<file path="config.mk">
export PLATFORM = sky130hd
export DESIGN_NAME = keypad_event_queue
export DESIGN_NICKNAME = d
export VERILOG_FILES = /design/src/rtl/keypad_event_queue.sv
export SDC_FILE = /design/constraint.sdc
export NUM_CORES = 1
export LEC_CHECK = 0
export CORE_MARGIN = 2
export CORE_UTILIZATION = 60
export CTS_BUF_LIST = sky130_fd_sc_hd__clkbuf_16
export DETAILED_ROUTE_END_ITERATION = 8
export PLACE_DENSITY = 0.79
export SYNTH_ARGS = -nofsm -noshare
export SYNTH_HDL_FRONTEND = slang
export SYNTH_SLANG_ARGS = --single-unit
</file>
<file path="constraint.sdc">
create_clock -name clk -period 3.2 [get_ports clk]
set_input_delay 0.96 -clock clk [delete_from_list [all_inputs] [get_ports clk]]
set_output_delay 0.96 -clock clk [all_outputs]
set_load 0.01 [all_outputs]
</file>
<file path="src/rtl/keypad_event_queue.sv">
// Keypad front end: synchronise and debounce the select button, map the cursor
// position to a key code, generate hold-to-repeat events and queue them in a FWFT FIFO.
module keypad_event_queue #(
    parameter int COLS          = 4,
    parameter int ROWS          = 4,
    parameter logic [ROWS*COLS*8-1:0] KEYMAP = {"123+456-789*C0=", 8'h00},
    parameter int DEBOUNCE_CYC  = 200000,
    parameter int REPEAT_EN     = 1,
    parameter int REPEAT_DELAY  = 50000000,
    parameter int REPEAT_PERIOD = 10000000,
    parameter int FIFO_DEPTH    = 8
) (
    input  logic                             clk,
    input  logic                             rst_n,
    input  logic                             btn_n,
    input  logic [3:0]                       cursor_x,
    input  logic [3:0]                       cursor_y,
    output logic [7:0]                       key_code,
    output logic                             key_repeat,
    output logic                             key_valid,
    input  logic                             key_ready,
    output logic [$clog2(FIFO_DEPTH+1)-1:0]  fifo_count,
    output logic                             overflow,
    input  logic                             ovf_clr,
    output logic                             invalid_pulse
);

    localparam int DBW  = (DEBOUNCE_CYC > 2) ? $clog2(DEBOUNCE_CYC) : 1;
    localparam int RMAX = (REPEAT_DELAY > REPEAT_PERIOD) ? REPEAT_DELAY : REPEAT_PERIOD;
    localparam int RW   = $clog2(RMAX + 1);
    localparam int AW   = $clog2(FIFO_DEPTH);
    localparam int CW   = $clog2(FIFO_DEPTH + 1);

    localparam logic [DBW-1:0] DB_LAST      = DBW'(DEBOUNCE_CYC - 1);
    localparam logic [RW-1:0]  RPT_DLY_LAST = RW'(REPEAT_DELAY - 1);
    localparam logic [RW-1:0]  RPT_PER_LAST = RW'(REPEAT_PERIOD - 1);
    localparam logic [CW-1:0]  DEPTH_C      = CW'(FIFO_DEPTH);

    localparam logic [1:0] ST_IDLE   = 2'd0;
    localparam logic [1:0] ST_HELD   = 2'd1;
    localparam logic [1:0] ST_REPEAT = 2'd2;

    // ---------------- synchroniser and debounce ----------------
    logic           sync1, sync2;
    logic           db_state, db_prev;
    logic [DBW-1:0] db_cnt;

    // NOTE: every sequential block uses non-blocking assignments so all flops
    // update together from pre-edge values; blocking here would chain the synchroniser.
    always_ff @(posedge clk or negedge rst_n) begin
        if (!rst_n) begin
            sync1    <= 1'b1;
            sync2    <= 1'b1;
            db_state <= 1'b1;
            db_prev  <= 1'b1;
            db_cnt   <= '0;
        end else begin
            sync1   <= btn_n;
            sync2   <= sync1;
            db_prev <= db_state;
            if (sync2 != db_state) begin
                if (db_cnt == DB_LAST) begin
                    db_state <= sync2;
                    db_cnt   <= '0;
                end else begin
                    db_cnt <= db_cnt + 1'b1;
                end
            end else begin
                db_cnt <= '0;
            end
        end
    end

    logic press_det, release_det;
    assign press_det   = db_prev & ~db_state;
    assign release_det = ~db_prev & db_state;

    // ---------------- key map lookup ----------------
    logic       in_range;
    logic [7:0] map_code;
    logic       key_ok;
    int         map_idx;

    // NOTE: every signal written in always_comb gets a default first, so no
    // path through the block leaves it unassigned and infers a latch.
    always_comb begin
        in_range = (int'(cursor_x) < COLS) && (int'(cursor_y) < ROWS);
        map_idx  = int'(cursor_y) * COLS + int'(cursor_x);
        map_code = 8'h00;
        for (int i = 0; i < ROWS * COLS; i++) begin
            if (in_range && (i == map_idx))
                map_code = KEYMAP[(ROWS*COLS-1-i)*8 +: 8];
        end
    end

    assign key_ok = in_range && (map_code != 8'h00);

    // ---------------- press / repeat FSM ----------------
    logic [1:0]    state;
    logic [RW-1:0] rpt_cnt;
    logic [7:0]    code_q;
    logic          push_req, push_rep, invalid_det;
    logic [7:0]    push_code;

    always_comb begin
        push_req    = 1'b0;
        push_rep    = 1'b0;
        push_code   = code_q;
        invalid_det = 1'b0;
        case (state)
            ST_IDLE: begin
                if (press_det) begin
                    if (key_ok) begin
                        push_req  = 1'b1;
                        push_code = map_code;
                    end else begin
                        invalid_det = 1'b1;
                    end
                end
            end
            ST_HELD: begin
                if (!release_det && (REPEAT_EN != 0) && (rpt_cnt == RPT_DLY_LAST)) begin
                    push_req = 1'b1;
                    push_rep = 1'b1;
                end
            end
            ST_REPEAT: begin
                if (!release_det && (rpt_cnt == RPT_PER_LAST)) begin
                    push_req = 1'b1;
                    push_rep = 1'b1;
                end
            end
            default: ;
        endcase
    end

    always_ff @(posedge clk or negedge rst_n) begin
        if (!rst_n) begin
            state         <= ST_IDLE;
            rpt_cnt       <= '0;
            code_q        <= 8'h00;
            invalid_pulse <= 1'b0;
        end else begin
            invalid_pulse <= invalid_det;
            case (state)
                ST_IDLE: begin
                    rpt_cnt <= '0;
                    if (press_det && key_ok) begin
                        state  <= ST_HELD;
                        code_q <= map_code;
                    end
                end
                ST_HELD: begin
                    if (release_det) begin
                        state   <= ST_IDLE;
                        rpt_cnt <= '0;
                    end else if (REPEAT_EN != 0) begin
                        if (rpt_cnt == RPT_DLY_LAST) begin
                            state   <= ST_REPEAT;
                            rpt_cnt <= '0;
                        end else begin
                            rpt_cnt <= rpt_cnt + 1'b1;
                        end
                    end
                end
                ST_REPEAT: begin
                    if (release_det) begin
                        state   <= ST_IDLE;
                        rpt_cnt <= '0;
                    end else if (rpt_cnt == RPT_PER_LAST) begin
                        rpt_cnt <= '0;
                    end else begin
                        rpt_cnt <= rpt_cnt + 1'b1;
                    end
                end
                default: begin
                    state   <= ST_IDLE;
                    rpt_cnt <= '0;
                end
            endcase
        end
    end

    // ---------------- event FIFO (first-word-fall-through) ----------------
    logic [8:0]    mem [FIFO_DEPTH];
    logic [AW-1:0] wr_ptr, rd_ptr;
    logic [CW-1:0] count;
    logic          full, pop, do_push;

    assign key_valid  = (count != '0);
    assign full       = (count == DEPTH_C);
    assign pop        = key_valid & key_ready;
    assign do_push    = push_req & (~full | pop);
    assign fifo_count = count;
    assign key_code   = key_valid ? mem[rd_ptr][7:0] : 8'h00;
    assign key_repeat = key_valid & mem[rd_ptr][8];

    // NOTE: the storage array has no reset; stale contents are never visible
    // because the outputs are gated by key_valid, which comes from the reset count.
    always_ff @(posedge clk) begin
        if (do_push)
            mem[wr_ptr] <= {push_rep, push_code};
    end

    always_ff @(posedge clk or negedge rst_n) begin
        if (!rst_n) begin
            wr_ptr   <= '0;
            rd_ptr   <= '0;
            count    <= '0;
            overflow <= 1'b0;
        end else begin
            if (do_push)
                wr_ptr <= wr_ptr + 1'b1;
            if (pop)
                rd_ptr <= rd_ptr + 1'b1;
            case ({do_push, pop})
                2'b10:   count <= count + 1'b1;
                2'b01:   count <= count - 1'b1;
                default: count <= count;
            endcase
            // A drop in the same cycle as a clear wins, so no lost event goes unreported.
            if (push_req && full && !pop)
                overflow <= 1'b1;
            else if (ovf_clr)
                overflow <= 1'b0;
        end
    end

endmodule
</file>
==> flow_summary.toml <==
[floorplanning]
dieArea_sq_um = 11100
chipHeight_um = 106
die_w_um = 106
ioPinCount = 29
start_util_pct = 60.8
core_area_sq_um = 10200
rows = 37

[grt]
overflow = 0
track_usage_pct = 26.0
first_global_vias = 4159
antenna_found_initial = 0
grt_max_degree = 29
grt_pass1_wl_um = 21500

[setup_path]
critPathCapture = "fifo_count[3]"
critPathMaxFanout = 2
required_ns = 3.49
cp_data_arrival_time_ns = 3.72
r2r_cells = 13
reg2reg_to = "fifo_count[3]"
critPathKind = "input port to flop"
critPathLaunch = "cursor_x[2]"
cp-end-kind = "flop"
r2r_slack_ns = 0.21
reg2reg_from = "rpt_cnt[16]"
start_kind = "input port"

[timing]
drv_slew = 0
post-route-min-period_ns = 3.43
rsz0062_at_grt = "yes"
holdWs_ns = 0.357
setup_tns_ns = -1.72
setup_viol = 31
clock.fmax_mhz = 292
max_slew.worst_pin.slew_ns = 0.556
fin_crit_sh_pct = 107
max_slew_margin_pct = 62.9
finalWorstSetupSlack_ns = -0.227
hold_viol = 0
clock_skew_ns = 0.0145

[pwr]
power.total_mw = 4.72
power.leakage_nw = 3.20
clkPwrFrac_pct = 41.3
power_frac_comb_pct = 17.0
p_per_area_nw_per_um2 = 601
vdd_drop_max_uv = 437
swShare_pct = 25.9
intPower_mw = 3.50
p_sw_mw = 1.22
seqPwrFrac_pct = 41.7

[clocking]
clk_path_buf_depth = 2
clkSinkCount = 133
root_buffer = "clkbuf_16"
cts_inserted_buffers = 17
htree_levels = 4
cts_tree = "built"
clk_pin_slew_ns = 0.06
hold_buffers = 0
worstSkewPairLatency_ns = 0.42

[logic_synthesis]
yosys.area.top_type = "edfxtp_1"
yosysMostFrequentCell = "nor2_1"
synth-edff-count = 64
synthFlopType = "dfrtp_1"
syn_area_sq_um = 6190
synthMuxAreaShare_pct = 9.58
synth_nets = 512
synth-simple-area-share_pct = 15.6
synth-seq-cells = 133
synth_xor_area_share_pct = 6.93
synth_area_per_cell_sq_um = 12.7
synth_top_cell_area_share_pct = 31.0
ys_top_cells_by_count = "nor2_1 (70), dfrtp_1 (65), edfxtp_1 (64), nand2_1 (30), xor2_1 (30)"
synth_compound_area_share_pct = 3.58
syn-instance-count = 486
synth_adder_area_share_pct = 2.87
synth_top_family_by_area = "simple AND/OR/NAND/NOR gates"
synth_cell_type_count = 57
ys_top_cells_by_area = "edfxtp_1 (31%), dfrtp_1 (26%), mux4_2 (5.8%), nor2_1 (4.2%), xor2_1 (4.2%)"
seq_area_frac_synth_pct = 59.0
synth-async-reset-ratio_pct = 51.9
yosys_warnings = 0

[final_layout]
fin_nets = 593
design_area_sq_um = 7860
num-fill-cells = 613
stdcell_count = 716
synthToLayoutAreaGrowth_pct = 26.9
drive_gt1_share_pct = 25.7
diodes = 0

[min_path]
hp-start = "sync1"
hold_path_class = "flop to flop"

[placement]
place_congestion = 0.819
place_area_sq_um = 7020
port_buffers = 27
hpwl_um = 8420
placed_cells = 671

[routing]
vias = 4100
drt_iter0_drc = 241
drc = 0
wl_um = 13300
first_pass_iters = 4
via_per_inst = 5.73
final_antenna_net_count = 0
wire_per_inst_um = 18.5

[job]
max_cap_violations = 0

[run_status]
violations = "setup timing"
outcome = "finished with violations"
## stage by stage
step                worst slack [ns]  utilization, %
floorplan                     -0.587               -
CTS                           -0.188            77.0
finish                        -0.227            77.1
global route                  -0.292            77.1
detailed placement             -1.14            68.9
global placement               -1.03            68.9
## metal layers
layer  part of all wire (%)  vias up  wire length (um)  global-route usage, %
li1                       -     1920                 -                      -
met5                      0        -                 0                      0
met1                     38     2089              5090                   29.7
met2                     57       72              7560                   47.5
met4                    1.8        0               239                   9.21
met3                    2.8       19               366                   6.06
## worst max-delay path, stage by stage
cell	delay (ns)
buf_8	0.10
ha_4	0.15
fa_2	0.33
or4_4	0.42
or2_4	0.28
nor3_4	0.16
o31ai_2	0.10
nand2_1	0.11
inv_2	0.07
ha_4	0.21
a21o_1	0.16
a21oi_2	0.14
nor2_1	0.06
o2111a_1	0.13
a31o_1	0.19
xor2_1	0.14
## flip-flops by register name (all words and copies together) (netlist names)
| register | flops |
|---|---|
| mem | 64 |
| rpt_cnt | 26 |
| wr_ptr | 3 |
| db_state | 1 |
| code_q | 7 |
| sync1 | 1 |
| overflow | 1 |
| db_cnt | 18 |
| fifo_count | 4 |
| db_prev | 1 |
| rd_ptr | 3 |
| state | 2 |
| sync2 | 1 |
| invalid_pulse | 1 |
## power groups by stage
stage | logic [mW] | registers [mW] | clock network [mW]
final | 0.803 | 1.97 | 1.95
after global placement | 0.594 | 1.99 | 0
after CTS | 0.802 | 1.97 | 1.97
after detailed placement | 0.617 | 1.99 | 0
after global routing | 0.862 | 1.98 | 2.06
after floorplan | 0.432 | 1.91 | 0
## cell families (layout without fill, tap and decap cells)
logic type | after synthesis | after routing
simple gates | 186 | 186
flops | 133 | 133
xor+xnor | 49 | 49
mux | 37 | 37
buf+inv | 36 | 130
compound gates | 31 | 31
fa+ha+maj | 13 | 13
other cells | 1 | 1
## worst min path at each step
| stage | endpoint | cells past startpoint |
|---|---|---|
| 2_1_floorplan | sync2 | 0 |
| 3_5_place_dp | sync2 | 0 |
| 4_1_cts | sync2 | 0 |
| 5_1_grt | sync2 | 0 |
| 3_3_place_gp | sync2 | 0 |
| 6_report | sync2 | 0 |
## cell usage in the layout, fill, tap and decap left out, types with 13 or more instances in the layout
master / count
nor2_1: 68
edfxtp_1: 64
dfrtp_1: 63
buf_4: 36
xor2_1: 30
nand2_1: 29
xnor2_1: 18
clkbuf_16: 17
inv_1: 16
mux4_2: 16
clkdlybuf4s50_1: 14
nand4_1: 13
## timing repair
item                                    CTS  global route
cloned                                    2             0
endpoints found under the setup margin  137            59
pin swaps                                13             7
gates resized for setup                  44             4
setup buffers                            13             1
## layout make-up
| class | count | area (sq um) | area share [%] |
|---|---|---|---|
| clock buffers | 17 | 425 | 5.42 |
| inverters | 18 | 67.6 | 0.860 |
| multi-input cells | 317 | 2550 | 32.5 |
| repair buffers | 80 | 813 | 10.4 |
| well taps | 136 | 170 | 2.17 |
| flip-flops and latches | 133 | 3660 | 46.5 |
| clock inverters | 15 | 170 | 2.17 |
Power figures use the tool's default switching activity.
